`src/rtl/serial_cmp_pkg.sv`:
```
// rtl/serial_cmp_pkg.sv - shared FSM state and result-code definitions for the serial comparator
package serial_cmp_pkg;

    typedef enum logic [1:0] {
        IDLE = 2'd0,
        RUN  = 2'd1,
        DONE = 2'd2
    } state_e;

    // One-hot result codes laid out as {agb, aeb, alb}
    typedef enum logic [2:0] {
        RES_NONE = 3'b000,
        RES_LT   = 3'b001,
        RES_EQ   = 3'b010,
        RES_GT   = 3'b100
    } res_e;

    // Chunk index width; a single-chunk configuration still needs a 1-bit index
    function automatic int idx_width(input int nchunk);
        return (nchunk > 1) ? $clog2(nchunk) : 1;
    endfunction

endpackage

```
`src/rtl/chunk_cmp.sv`:
```
// rtl/chunk_cmp.sv - combinational compare of one CHUNK-bit slice, optionally signed
module chunk_cmp #(
    parameter int CHUNK = 4
) (
    input  logic             signed_en,
    input  logic [CHUNK-1:0] x,
    input  logic [CHUNK-1:0] y,
    output logic             eq,
    output logic             gt,
    output logic             lt
);

    localparam logic [CHUNK-1:0] MSB = CHUNK'(1) << (CHUNK - 1);

    logic [CHUNK-1:0] flip;
    logic [CHUNK-1:0] xb;
    logic [CHUNK-1:0] yb;

    // Inverting the sign bit maps two's-complement order onto unsigned order
    always_comb begin
        flip = signed_en ? MSB : '0;
        xb   = x ^ flip;
        yb   = y ^ flip;
        eq   = (x == y);
        gt   = (xb > yb);
        lt   = (xb < yb);
    end

endmodule

```
`src/rtl/serial_mag_comparator.sv`:
```
// rtl/serial_mag_comparator.sv - multi-cycle magnitude comparator, MS chunk first with early exit
module serial_mag_comparator
    import serial_cmp_pkg::*;
#(
    parameter int WIDTH = 16,
    parameter int CHUNK = 4
) (
    input  logic             clk,
    input  logic             rst,
    input  logic             start,
    input  logic             signed_mode,
    input  logic [WIDTH-1:0] a,
    input  logic [WIDTH-1:0] b,
    output logic             busy,
    output logic             done,
    output logic             aeb,
    output logic             agb,
    output logic             alb
);

    localparam int            NCHUNK = WIDTH / CHUNK;
    localparam int            IW     = idx_width(NCHUNK);
    localparam logic [IW-1:0] LAST   = IW'(NCHUNK - 1);

    state_e           state;
    state_e           next_state;
    logic             load;
    logic             finish;
    logic [WIDTH-1:0] a_q;
    logic [WIDTH-1:0] b_q;
    logic             sm_q;
    logic [IW-1:0]    idx;
    res_e             res;
    logic [CHUNK-1:0] xs;
    logic [CHUNK-1:0] ys;
    logic             c_eq;
    logic             c_gt;
    logic             c_lt;

    // Select the current slice; only the top slice carries the sign
    always_comb begin
        xs = a_q[int'(idx)*CHUNK +: CHUNK];
        ys = b_q[int'(idx)*CHUNK +: CHUNK];
    end

    chunk_cmp #(
        .CHUNK(CHUNK)
    ) u_chunk_cmp (
        .signed_en(sm_q & (idx == LAST)),
        .x        (xs),
        .y        (ys),
        .eq       (c_eq),
        .gt       (c_gt),
        .lt       (c_lt)
    );

    // State register
    always_ff @(posedge clk) begin
        if (rst) begin
            state <= IDLE;
        end else begin
            state <= next_state;
        end
    end

    // Next-state logic; a RUN cycle finishes on the first differing slice or the last slice
    always_comb begin
        next_state = state;
        load       = 1'b0;
        finish     = 1'b0;
        case (state)
            IDLE: begin
                if (start) begin
                    load       = 1'b1;
                    next_state = RUN;
                end
            end
            RUN: begin
                if (!c_eq || idx == '0) begin
                    finish     = 1'b1;
                    next_state = DONE;
                end
            end
            DONE:    next_state = IDLE;
            default: next_state = IDLE;
        endcase
    end

    // Operand capture, chunk index walk and result register
    always_ff @(posedge clk) begin
        if (rst) begin
            a_q  <= '0;
            b_q  <= '0;
            sm_q <= 1'b0;
            idx  <= '0;
            res  <= RES_NONE;
        end else if (load) begin
            a_q  <= a;
            b_q  <= b;
            sm_q <= signed_mode;
            idx  <= LAST;
            res  <= RES_NONE;
        end else if (finish) begin
            res <= c_gt ? RES_GT : (c_lt ? RES_LT : RES_EQ);
        end else if (state == RUN) begin
            idx <= idx - 1'b1;
        end
    end

    // Status and result outputs
    always_comb begin
        busy = (state == RUN);
        done = (state == DONE);
        agb  = (res == RES_GT);
        aeb  = (res == RES_EQ);
        alb  = (res == RES_LT);
    end

endmodule

```
`config.mk`:
```
export PLATFORM = sky130hd
export DESIGN_NAME = serial_mag_comparator
export DESIGN_NICKNAME = d
export VERILOG_FILES = /design/src/rtl/serial_cmp_pkg.sv /design/src/rtl/chunk_cmp.sv /design/src/rtl/serial_mag_comparator.sv
export SDC_FILE = /design/constraint.sdc
export NUM_CORES = 1
export LEC_CHECK = 0
export CORE_ASPECT_RATIO = 1.2
export CORE_MARGIN = 2
export CORE_UTILIZATION = 49
export CTS_CLUSTER_DIAMETER = 50
export DETAILED_ROUTE_END_ITERATION = 8
export HOLD_SLACK_MARGIN = 0.15
export PLACE_DENSITY = 0.77
export RECOVER_POWER = 50
export SYNTH_ARGS = -nofsm -noshare
export SYNTH_HDL_FRONTEND = slang
export SYNTH_HIERARCHICAL = 1
export SYNTH_SLANG_ARGS = --single-unit
export TNS_END_PERCENT = 30
```
`constraint.sdc`:
```
create_clock -name clk -period 3.1 [get_ports clk]
set_input_delay 0.465 -clock clk [delete_from_list [all_inputs] [get_ports clk]]
set_output_delay 0.465 -clock clk [all_outputs]
set_load 0.005 [all_outputs]
```
# Yosys cells after proc, flatten, opt, wreduce, memory -nomap -nowiden
# Cells that the tools add are included.
[classes]
n_lt_le_gt_ge = 2
reduce_logical = 8
div_mod_pow = 0
bitwise_logic = 3
n_shift = 2
eq_ne = 10
addsub = 1
multipliers = 0
mux = 13
[op_table]
columns = ["op", "n"]
rows = [
  ["$shiftx A16 B5 Y4", 2],
  ["$mux W2", 6],
  ["$xor A4 B4 Y4", 2],
  ["$eq A2 B2 Y1 const B", 2],
  ["$eq A4 B4 Y1", 1],
  ["$gt A4 B4 Y1", 1],
  ["$logic_not A2 Y1", 2],
  ["$lt A4 B4 Y1", 1],
  ["$mux W1", 4],
  ["$mux W4", 1],
  ["$ne A2 B2 Y1 const B", 2],
  ["$pmux W2 S2", 1],
  ["$reduce_and A2 Y1", 2],
  ["$eq A3 B1 Y1 const B", 1],
  ["$eq A3 B2 Y1 const B", 1],
  ["$eq A3 B3 Y1 const B", 1],
  ["$mux W3", 1],
  ["$eq A2 B1 Y1 const B", 1],
  ["$ne A2 B1 Y1 const B", 1],
  ["$reduce_bool A2 Y1", 1],
  ["$reduce_or A2 Y1", 1],
  ["$sub A2 B1 Y2 const B", 1],
  ["$and A1 B1 Y1", 1],
  ["$logic_not A1 Y1", 1],
  ["$logic_or A1 B1 Y1", 1],
]
[totals]
output_inout_bits = 5
latch_bits = 0
inputBits = 36
memories = 0
wordCells = 45
mem_bits_ro = 0
ramBits = 0
reg_bits = 40

# Depth between registers and ports, before layout
# Gate-level depths: netlist of the first run.
[depth]
word_depth = 8
mapped_depth = 9
mapped_depth_nobuf = 8

# Modules after synthesis
# The synthesis of the first run kept the hierarchy.
[by_module_without_submodules]
columns = ["mod", "instances", "cells_each", "seq_area_each_um2", "area_per_inst_um2"]
rows = [
  ["serial_mag_comparator", 1, 192, 800.8, 1675.4],
  ["chunk_cmp", 1, 17, 0.0, 138.9],
]

# Least setup slack after synthesis of the first run
# OpenSTA, ideal clock, no wires.
[synth_timing]
kind = "register to register"
startpoint = "register idx[0]"
endpoint = "register res[1]"
t_required_ns = 3.030
path_buffers = 1
slack_ns = 0.571
synth_period_minus_slack_ns = 2.529
path_stages_with_launch = 9
setup_time_ns = 0.070
arrival_ns = 2.459
path_cell_list = "dfxtp_1 buf_2 mux4_2 ha_1 nor2b_1 o211ai_1 a31oi_2 or4_1 a21oi_1"
[synth_via]
word_cells_on_any_way = 17
cone_classes = "2 x order compare; 2 x eq/ne; 2 x shift; 5 x mux; 3 x bitwise; 3 x reduce/logical"
[synth_rtl]
columns = ["element", "line_no", "source"]
rows = [
  ["start: declaration", "serial_mag_comparator.sv:32", "logic [IW-1:0] idx;"],
  ["start signal: assignment", "serial_mag_comparator.sv:106", "idx <= idx - 1'b1;"],
  ["$shiftx A16 B5 Y4", "serial_mag_comparator.sv:42", "xs = a_q[int'(idx)*CHUNK +: CHUNK];"],
  ["named net xs[1]", "serial_mag_comparator.sv:34", "logic [CHUNK-1:0] xs;"],
  ["$xor A4 B4 Y4", "chunk_cmp.sv:22", "xb = x ^ flip;"],
  ["$gt A4 B4 Y1", "chunk_cmp.sv:25", "gt = (xb > yb);"],
  ["named net c_gt", "serial_mag_comparator.sv:37", "logic c_gt;"],
  ["$mux W3", "serial_mag_comparator.sv:104", "res <= c_gt ? RES_GT : (c_lt ? RES_LT : RES_EQ);"],
  ["end signal: assignment", "serial_mag_comparator.sv:104", ""],
  ["end: declaration", "serial_mag_comparator.sv:33", "res_e res;"],
]
# The timed path passes the listed nets, and every way through them passes these cells.
# A chain may end at the register's enable or synchronous reset.

# Final worst setup path of the first run
[layout_timing]
startpoint = "register idx[0]"
endpoint = "register res[1]"
[layout_via]
word_cells_on_any_way = 17
cone_classes = "2 x order compare; 2 x eq/ne; 2 x shift; 5 x mux; 3 x bitwise; 3 x reduce/logical"
[layout_rtl]
columns = ["element", "line_no", "source"]
rows = [
  ["$shiftx A16 B5 Y4", "serial_mag_comparator.sv:43", "ys = b_q[int'(idx)*CHUNK +: CHUNK];"],
  ["named net ys[1]", "serial_mag_comparator.sv:35", "logic [CHUNK-1:0] ys;"],
  ["$xor A4 B4 Y4", "chunk_cmp.sv:23", "yb = y ^ flip;"],
  ["$gt A4 B4 Y1", "chunk_cmp.sv:25", ""],
  ["named net c_gt", "serial_mag_comparator.sv:37", ""],
  ["$mux W3", "serial_mag_comparator.sv:104", ""],
]
# The timed path passes the listed nets, and every way through them passes these cells.

==> results.md, run 1 <==
- Share of layout cells above drive strength 1: 0.101
- Clk network pwr share: 0.328
- Endpoints failing setup: 0
- Die area: 4210 µm²
- Die height: 70.7 µm
- DR pass1 iterations: 4
- Synth cell count leaders: nand2_1, dfxtp_1, a21oi_1, mux4_2, inv_1
- Yosys top cell area share: 0.441
- Slew Limit Fails: 0
- Via density: 5.20
- Crit path launch type: register
- Unique cell type count in the Yosys netlist: 31
- Setup WS post-layout: between 0.5 and 0.6 ns
- Psw: 0.358 mW
- Placed cell area: 2230 µm²
- Worst relative slew slack: 0.290
- Routability Congestion: 0.797
- Flop2flop setup slack: around 0.56 ns
- Seq cells post-synth: 40
- Leading cell type by number of instances after synthesis: nand2_1
- Req. time, crit path: 3.33 ns
- Avg Inst Size Synth: ~8.7 µm²
- Worst path cell trace: buf_4, mux4_2, inv_1, ha_1, nor2b_1, o211ai_1, a31oi_2, or4_1, a21oi_1
- Syn Std Cell Area: 1810 µm²
- # DRC: 0
- WP data arrival: between 2 and 3 ns
- HP Class: reg -> reg
- Post-route ant nets: 0
- Max-cap violation count: 0
- Total clock sinks: 40
- CTS tree: yes
- PD cells: 559 nW/µm²
- Met1 Use GR: 0.244
- Max Clock Freq: a little under 0.4 GHz
- CP max stage delay: 0.53 ns
- Logic pwr share: 0.226
- Clock slew seen by the registers of the worst setup and hold paths: 0.08 ns
- Hold Slack: 0.457 ns
- Total internal power: ~0.95 mW
- Final Core Density: 0.652
- Final net count: 288
- GR met2 Demand/Resource: 0.342
- Detailed Route Iter0 Violations: 42
- GRT Overall Usage: 0.201
- Vias: 1491
- # resized after CTS: 0
- Sequential element share of the synthesized area: 0.441
- Pin count of the biggest net entering global routing: 35
- Cts bufs inserted: 5
- Post-DR wirelength/cell: 12.9 µm
- Number of global-route vias before repair: 1465
- Buffers on Ports: 40
- Initial core utilization: 0.503
- Slowest CP cell: or4_1
- Chip width: 59.5 µm
- Synth warn: 6
- Worst vdd ir: 457 µV
- Unrepaired setup endpoints after global routing: no
- Hold Buf Count CTS: 0
- Antenna violations before repair: 0
- Post-Syn Instances: about 210
- Sw frac: 0.273
- Status: complete, no violations
- Max Root-Sink Buffers: 2
- Crit path capture type: register
- Met3 Usage GRT: 0.0548
- Design area: around 2300 µm²
- Area leader, netlist: dfxtp_1
- Final Hold Viols: 0
- ANT cells: 0
- Core footprint: 3600 µm²
- Fillers: 340
- Skew final: around 0.0076 ns
- Total setup buffers inserted after CTS: 0
- H-tree Lvls: 2
- Post-synth EDFFs: 0
- Clock latency on the worst-skew pair: 0.30 ns
- Post-synth ARST share: 0
- Crit Path Max Fanout: 5
- Pre-CTS WS: ~0.57 ns
- Area Growth Syn to Fin: 29.4%
- WL final: approximately 3700 µm
- First-pass GRT wire length: between 6000 and 7000 µm
- Crit Path Category: reg -> reg
- Clock root cell: clkbuf_8
- HPWL after DPL: roughly 2700 µm
- Slew @ Worst Pin: between 1 and 1.5 ns
- Setup TNS: 0 ns
- P_leak: 0.893 nW
- Sequential Power Share: 0.446
- Tmin final: 2.54 ns
- Tcrit/Tclk final: 0.818
- Top post-synthesis cells by area: dfxtp_1, nand2_1, a21oi_1
- FP Rows: 24
- Io pins: 41
- Global route overflow: 0
- Top Usage Layer GRT: met2
- Syn nets: 250
- Prevailing post-synth register cell: dfxtp_1
## cell families (layout without fill, tap and decap cells)
group	count (synthesis)	after routing	share of synthesized area
AO/OA/AOI/OAI	45	45	0.134
XOR/XNOR	1	1	0.00483
adder cells (fa/ha/maj)	5	5	0.0345
buffers and inverters	19	58	0.0490
flip-flops	40	40	0.441
multiplexers	9	9	0.106
AND/OR/NAND/NOR	90	90	0.230
## metrics by stage
step	total power, mW	std cells
finish	1.31	287
detailed placement	0.892	279
global placement	0.884	279
CTS	1.32	287
global route	1.38	287
floorplan	0.795	209
## area by class of cell
class                      instances  area (µm²)  share of cell area
timing repair buffer              44         430               0.183
multi-input combinational        150         931               0.396
inverter                           6        22.5             0.00959
clock inverter                     3        46.3              0.0197
sequential                        40         801               0.341
tap                               39        48.8              0.0208
clock buffer                       5        68.8              0.0293
## cells in the final DEF, fill, tap and decap left out, drive strengths merged, types with 2 or more instances in the layout
cell	instances
nand2	67
o21ai	3
mux4	8
clkdlybuf4s50	35
nor3b	4
clkbuf	5
dlygate4sd3	5
nor2	2
nand2b	5
dfxtp	40
a21o	2
nor2b	3
buf	4
ha	5
inv	7
a21oi	37
## worst max-delay path, delay by kind of cell (launching register included)
family | cells | cell delay (ns)
buffers and inverters | 2 | 0.24
muxes | 1 | 0.49
and+or+nand+nor | 2 | 0.66
DFF | 1 | 0.34
adders and majority gates | 1 | 0.24
AOI/OAI and AO/OA | 3 | 0.49
## registers in the layout, indices dropped and copies added, names as in the netlist
register  flops
a_q          16
b_q          16
res           3
idx           2
state         2
sm_q          1
## power groups by stage
stage                     Combinational, mW  Clock, mW  Sequential (mW)
after floorplan                       0.213          0            0.582
after global placement                0.287          0            0.597
after detailed placement              0.294          0            0.598
after CTS                             0.300      0.434            0.586
after global routing                  0.333      0.455            0.592
final                                 0.296      0.431            0.586
## path summary, 6_finish.rpt
kind,start,end,cells after the start
worst max-delay path,idx[0],res[1],9
worst min-delay path,a_q[13],a_q[13],2
worst max register to register,idx[0],res[1],9
worst min register to register,a_q[13],a_q[13],2
## per-layer routing
metal | part of all wire | wire, µm
met1 | 0.44 | 1640
met2 | 0.50 | 1870
met3 | 0.041 | 151
met4 | 0.012 | 46
met5 | 0 | 0
Power figures use the tool's default switching activity.
==> inputs of run 2 (changes only) <==
- clock period: 3.1 -> 2.47 ns (I/O delays scaled with it)
==> results.md, run 2 (same netlist as run 1, synthesis figures left out) <==
- Post-DR wirelength/cell: 12.9 µm (+0.13%)
- CTS tree: yes
- FP Rows: 24 (unchanged)
- Io pins: 41 (unchanged)
- Share of layout cells above drive strength 1: 0.144 (+0.0432)
- Max Clock Freq: 0.408 GHz (+3.5%)
- Slew Limit Fails: 0 (unchanged)
- Largest registers: a_q x16, b_q x16, res x3
- Endpoints failing setup: 0 (unchanged)
- HPWL after DPL: 2750 µm (+3.8%)
- Crit path launch type: register
- Pin count of the biggest net entering global routing: 35 (unchanged)
- ANT cells: 0 (unchanged)
- Number of global-route vias before repair: 1529 (+4.4%)
- Detailed Route Iter0 Violations: 66 (+57%)
- H-tree Lvls: 2 (unchanged)
- Placed instance count: 284 (+1.8%)
- Vias: 1561 (+4.7%)
- Final Hold Viols: 0 (unchanged)
- Req. time, crit path: 2.69 ns (-0.64 ns)
- Commonest non-fill, non-tap cell in the layout: nand2_1
- Worst r2r dst: res[1]
- Worst vdd ir: 379 µV (-17%)
- Antenna violations before repair: 0 (unchanged)
- Worst Hold Path EP: a_q[15]
- Skew final: 0.00451 ns (-0.00308 ns)
- Tcrit/Tclk final: 0.992 (+0.174)
- Area Growth Syn to Fin: 35.7%
- P_leak: 0.940 nW (+5.3%)
- Crit path capture type: register
- Clock slew seen by the registers of the worst setup and hold paths: 0.07 ns (about the same)
- Via density: 5.27 (+1.5%)
- Status: complete, no violations
- Final net count: 297 (+3.1%)
- Pre-CTS WS: -0.0451 ns (-0.614 ns)
- Die area: 4210 µm² (unchanged)
- Initial core utilization: 0.503 (unchanged)
- Commonest non-fill, non-tap cells in the layout: nand2_1, clkdlybuf4s50_1, dfxtp_1
- Buffers on Ports: 40 (unchanged)
- DR pass1 iterations: 4 (unchanged)
- First-pass GRT wire length: 6400 µm (-0.42%)
- Clock root cell: clkbuf_8
- Routability Congestion: 0.757 (-5.0%)
- WP data arrival: 2.67 ns (-0.09 ns)
- Worst r2r src: idx[0]
- PD cells: 705 nW/µm² (+26%)
- HP Class: reg -> reg
- Crit Path Category: reg -> reg
- Global route overflow: 0 (unchanged)
- Post-route ant nets: 0 (unchanged)
- Worst relative slew slack: 0.761 (+0.471)
- Tmin final: 2.45 ns (-0.0855 ns)
- Max-cap violation count: 0 (unchanged)
- Setup WS post-layout: 0.0192 ns (-0.545 ns)
- HP Start: a_q[15]
- Unrepaired setup endpoints after global routing: yes
- Overall Power: 1.74 mW (+32%)
- Slew @ Worst Pin: 0.358 ns (-0.707 ns)
- Crit Path Max Fanout: 3 (-2)
- Hold path cells: 2 (unchanged)
- Flop2flop setup slack: 0.02 ns (-0.54 ns)
- Cts bufs inserted: 5 (unchanged)
- Clock latency on the worst-skew pair: 0.28 ns (-0.02 ns)
- Chip width: 59.5 µm (unchanged)
- FF-to-FF path depth: 10 (+1)
- Final Non-Filler Cells: 296 (+3.1%)
- Core footprint: 3600 µm² (unchanged)
- GRT Overall Usage: 0.195 (-0.00570)
- WL final: 3820 µm (+3.3%)
- Total clock sinks: 40 (unchanged)
- Die height: 70.7 µm (unchanged)
- Max Root-Sink Buffers: 2 (unchanged)
- # DRC: 0 (unchanged)
run 2: worst max path at each step:
stage / to / startpoint / cells after the start / slack, ns
final: res[1] / idx[0] / 10 / 0.02
after global routing: res[1] / idx[0] / 10 / -0.06
after CTS: res[1] / idx[0] / 9 / 0.004
after detailed placement: res[1] / idx[0] / 8 / -0.05
after global placement: res[1] / idx[0] / 9 / 0.03
after floorplan: res[1] / idx[0] / 8 / 0.02
run 2: cell type report:
| class | instances | area (µm²) |
|---|---|---|
| well taps | 39 | 48.8 |
| clock inverters | 1 | 30.0 |
| multi-input cells | 150 | 943 |
| repair buffers | 53 | 518 |
| fillers | 301 | 1140 |
| inverters | 6 | 22.5 |
| clock buffers | 7 | 96.3 |
| flip-flops and latches | 40 | 802 |
run 2: per-stage QoR:
| step | utilization | setup TNS [ns] | instance area, µm² | hold slack [ns] |
|---|---|---|---|---|
| after detailed placement | 0.630 | -0.0451 | 2270 | 0.446 |
| after global routing | 0.683 | -0.0639 | 2460 | 0.474 |
| final | 0.683 | 0 | 2460 | 0.455 |
| after CTS | 0.673 | 0 | 2430 | 0.457 |
| after global placement | 0.630 | 0 | 2270 | 0.443 |
| after floorplan | - | 0 | 1820 | 0.432 |
run 2: where the power goes:
part           switching (mW)  total [mW]  internal [mW]
Sequential             0.0375       0.735          0.697
Combinational           0.190       0.434          0.244
Clock                   0.211       0.567          0.356
run 2: layer usage:
metal  track usage  routed length (µm)  share of wire  vias up
li1              -                   -              -      801
met1         0.222                1600           0.42      727
met2         0.349                2070           0.54       31
met3        0.0494                 122          0.032        2
met4        0.0593                  24         0.0063        0
met5             0                   0              0        -
run 2: repair_timing:
item / in CTS / in global routing
pin swaps: 3 / 3
resized for setup: 5 / 0
hold buffers: 0 / 0
setup endpoints to repair: 1 / 1
cloned: 0 / 0
setup buffers: 1 / 3
run 2: worst max-delay path, cell delays in order (launching register included):
cell	delay (ns)
dfxtp_2	0.35
buf_6	0.11
buf_12	0.10
mux4_2	0.49
inv_1	0.08
ha_1	0.19
nand2b_2	0.06
a21o_1	0.19
and3_1	0.17
or4_1	0.51
a21oi_1	0.12
==> inputs of run 3 (changes only) <==
- ABC_AREA: default -> 1
- CORE_UTILIZATION: 49 -> 50
- PLACE_DENSITY: 0.77 -> 0.78
==> results.md, run 3 <==
- Endpoints failing setup: 0 (unchanged)
- Core footprint: 3690 µm² (+2.5%)
- Pin count of the biggest net entering global routing: 38 (+8.6%)
- Global route overflow: 0 (unchanged)
- Largest registers: a_q x16, b_q x16, res x3
- Routability Congestion: 0.903 (+19%)
- Prevailing post-synth register cell: dfxtp_1
- Status: complete, no violations
- Share of layout cells above drive strength 1: 0.0955 (-0.0484)
- CTS tree: yes
- Crit path launch type: register
- Leading cell type by number of instances after synthesis: nor2_1
- GRT Overall Usage: 0.215 (+0.0197)
- Syn Std Cell Area: 1940 µm² (+7.0%)
- Worst vdd ir: 392 µV (+3.4%)
- Cts bufs inserted: 5 (unchanged)
- PD cells: 706 nW/µm² (about the same)
- DR pass1 iterations: 4 (unchanged)
- Tmin final: 2.20 ns (-0.251 ns)
- XOR/XNOR Fraction of Synth Area: 0 (-0.00483)
- Post-synth ARST share: 0 (unchanged)
- Yosys top cell area share: 0.412 (-0.0290)
- Synth Area in Compound Gates: 0.160 (+0.0253)
- Clock latency on the worst-skew pair: 0.29 ns (about the same)
- Crit Path Category: reg -> reg
- Detailed Route Iter0 Violations: 55 (-17%)
- Fillers: 362 (+20%)
- Post-DR wirelength/cell: 11.3 µm (-12%)
- CP max stage delay: 0.44 ns (-0.07 ns)
- Die height: 72.3 µm (+2.3%)
- Bufs and invs on worst path: 3 (unchanged)
- Slew Limit Fails: 0 (unchanged)
- Clock slew seen by the registers of the worst setup and hold paths: 0.07 ns (about the same)
- Worst relative slew slack: 0.277 (-0.484)
- Tcrit/Tclk final: 0.891 (-0.101)
- Synth warn: 6 (unchanged)
- Commonest non-fill, non-tap cell in the layout: nor2_1
- Synth cell count leaders: nor2_1, o21ai_0, dfxtp_1, nand2_1, inv_1
- Clock root cell: clkbuf_8
- Crit path capture type: register
- Slowest CP cell: dfxtp_2
- Sequential element share of the synthesized area: 0.412 (-0.0290)
- WL final: 4130 µm (+8.2%)
- Largest family of logic cells by synthesized area: simple AND/OR/NAND/NOR gates
- Avg Inst Size Synth: 7.06 µm² (-19%)
- H-tree Lvls: 2 (unchanged)
- # DRC: 0 (unchanged)
- First-pass GRT wire length: 7110 µm (+11%)
- WP data arrival: 2.42 ns (-0.25 ns)
- P_leak: 1.03 nW (+9.2%)
- Initial core utilization: 0.526 (+0.0223)
- Hold Slack: 0.483 ns (+0.0278 ns)
- HP Class: reg -> reg
- Req. time, crit path: 2.69 ns (about the same)
- Max-cap violation count: 0 (unchanged)
- Crit Path Max Fanout: 19 (+16)
- Io pins: 41 (unchanged)
- Final Hold Viols: 0 (unchanged)
- Post-route ant nets: 0 (unchanged)
- Unique cell type count in the Yosys netlist: 25 (-19%)
- Antenna violations before repair: 0 (unchanged)
- Max Root-Sink Buffers: 2 (unchanged)
- Unrepaired setup endpoints after global routing: no
- Syn nets: 316 (+26%)
- Seq cells post-synth: 40 (unchanged)
- Commonest non-fill, non-tap cells in the layout: nor2_1, o21ai_0, dfxtp_1, clkdlybuf4s50_1, nand2_1
- Top post-synthesis cells by area: dfxtp_1, nor2_1, o21ai_0
- Die area: 4400 µm² (+4.6%)
- Simple-Gate Fraction of Synth Area: 0.287 (+0.0564)
- Most used cell, CP: nor2_1
- Final net count: 354 (+19%)
- Buffers on Ports: 40 (unchanged)
- Slew @ Worst Pin: 1.08 ns (+0.726 ns)
- Total clock sinks: 40 (unchanged)
- Area leader, netlist: dfxtp_1
- Post-Syn Instances: 275 (+32%)
- Skew final: 0.00289 ns (-0.00161 ns)
- Via density: 4.88 (-7.4%)
- Delay-heaviest family, CP: simple AND/OR/NAND/NOR gates
- Setup TNS: 0 ns (unchanged)
- HPWL after DPL: 3060 µm (+11%)
- Vias: 1787 (+14%)
- Area Growth Syn to Fin: 26.4%
- Worst path cell trace: buf_6, o21ai_0, o22ai_1, inv_1, ha_1, nand2_1, nor2_1, inv_1, nor2_1, nand2_1, nand2_1, nor2_1, nor2_1
- Max Clock Freq: 0.455 GHz (+11%)
- FP Rows: 24 (unchanged)
- ANT cells: 0 (unchanged)
- Post-synth EDFFs: 0 (unchanged)
- Post-synthesis mux area share: 0 (-0.106)
- Chip width: 60.9 µm (+2.3%)
- Number of global-route vias before repair: 1668 (+9.1%)
- Synth Area in Adders: 0.0322 (-0.00227)
==> run 3: changes by cell type after synthesis, sizes merged, moves of 4 or more <==
cell | previous run | this run
a21oi | 37 | 3
nand2b | 5 | 0
o22ai | 0 | 8
nor3b | 4 | 0
mux4 | 8 | 0
nand3 | 1 | 9
nand2 | 67 | 25
nor2 | 2 | 97
inv | 6 | 21
o21ai | 3 | 49
==> run 3: per-stage QoR <==
stage / cell area, µm² / power (mW) / setup slack (ns) / instances / utilization
floorplan: 1940 / 1.06 / 0.485 / 275 / -
global placement: 2310 / 1.15 / 0.413 / 356 / 0.625
detailed placement: 2310 / 1.17 / 0.306 / 356 / 0.625
CTS: 2430 / 1.74 / 0.275 / 364 / 0.659
global route: 2450 / 1.85 / 0.0246 / 366 / 0.665
finish: 2450 / 1.73 / 0.270 / 366 / 0.665
==> run 3: tightest hold or removal path: stages (launching register included) <==
cell and delay [ns]:
dfxtp_1 0.33, nor2_1 0.05, nor2_1 0.08
==> run 3: final cells by class <==
| cell class | instances | area (µm²) | area share |
|---|---|---|---|
| Multi-Input combinational cell | 199 | 936 | 0.381 |
| Sequential cell | 40 | 802 | 0.327 |
| Timing Repair Buffer | 43 | 427 | 0.174 |
| Clock buffer | 7 | 96.3 | 0.0392 |
| Inverter | 22 | 86.3 | 0.0352 |
| Tap cell | 52 | 65.1 | 0.0265 |
| Clock inverter | 1 | 30.0 | 0.0122 |
| Timing Repair inverter | 2 | 12.5 | 0.00510 |
==> run 3: repair_timing <==
| action | in CTS | in global routing |
|---|---|---|
| buffers inserted | 0 | 0 |
| hold buffers | 0 | 0 |
| setup endpoints to repair | 0 | 1 |
| resized for setup | 0 | 5 |
| endpoints found under the hold margin | 0 | 0 |
==> run 3: routing by layer <==
layer,routed length [µm],vias to the layer above,GRT usage
met3,111,8,0.0446
met2,2150,31,0.373
li1,-,957,-
met1,1780,791,0.249
met5,0,-,0
met4,85,0,0.0918
==> run 3: logic make-up after synthesis <==
group	Yosys count
simple gates	134
compound gates	60
flops	40
buf+inv	36
fa+ha+maj	5
==> run 3: path summary, 6_finish.rpt <==
path | start | end | slack (ns) | cells past startpoint
worst max-delay path | idx[0] | idx[0] | 0.27 | 13
worst min-delay path | a_q[4] | a_q[4] | 0.48 | 2
worst max register to register | idx[0] | idx[0] | 0.27 | 13
worst min register to register | a_q[4] | a_q[4] | 0.48 | 2
==> run 3: where the power goes <==
group	leakage, nW	switching [mW]	internal (mW)
Clock	0.0645	0.215	0.356
Sequential	0.331	0.0459	0.706
Combinational	0.631	0.225	0.186
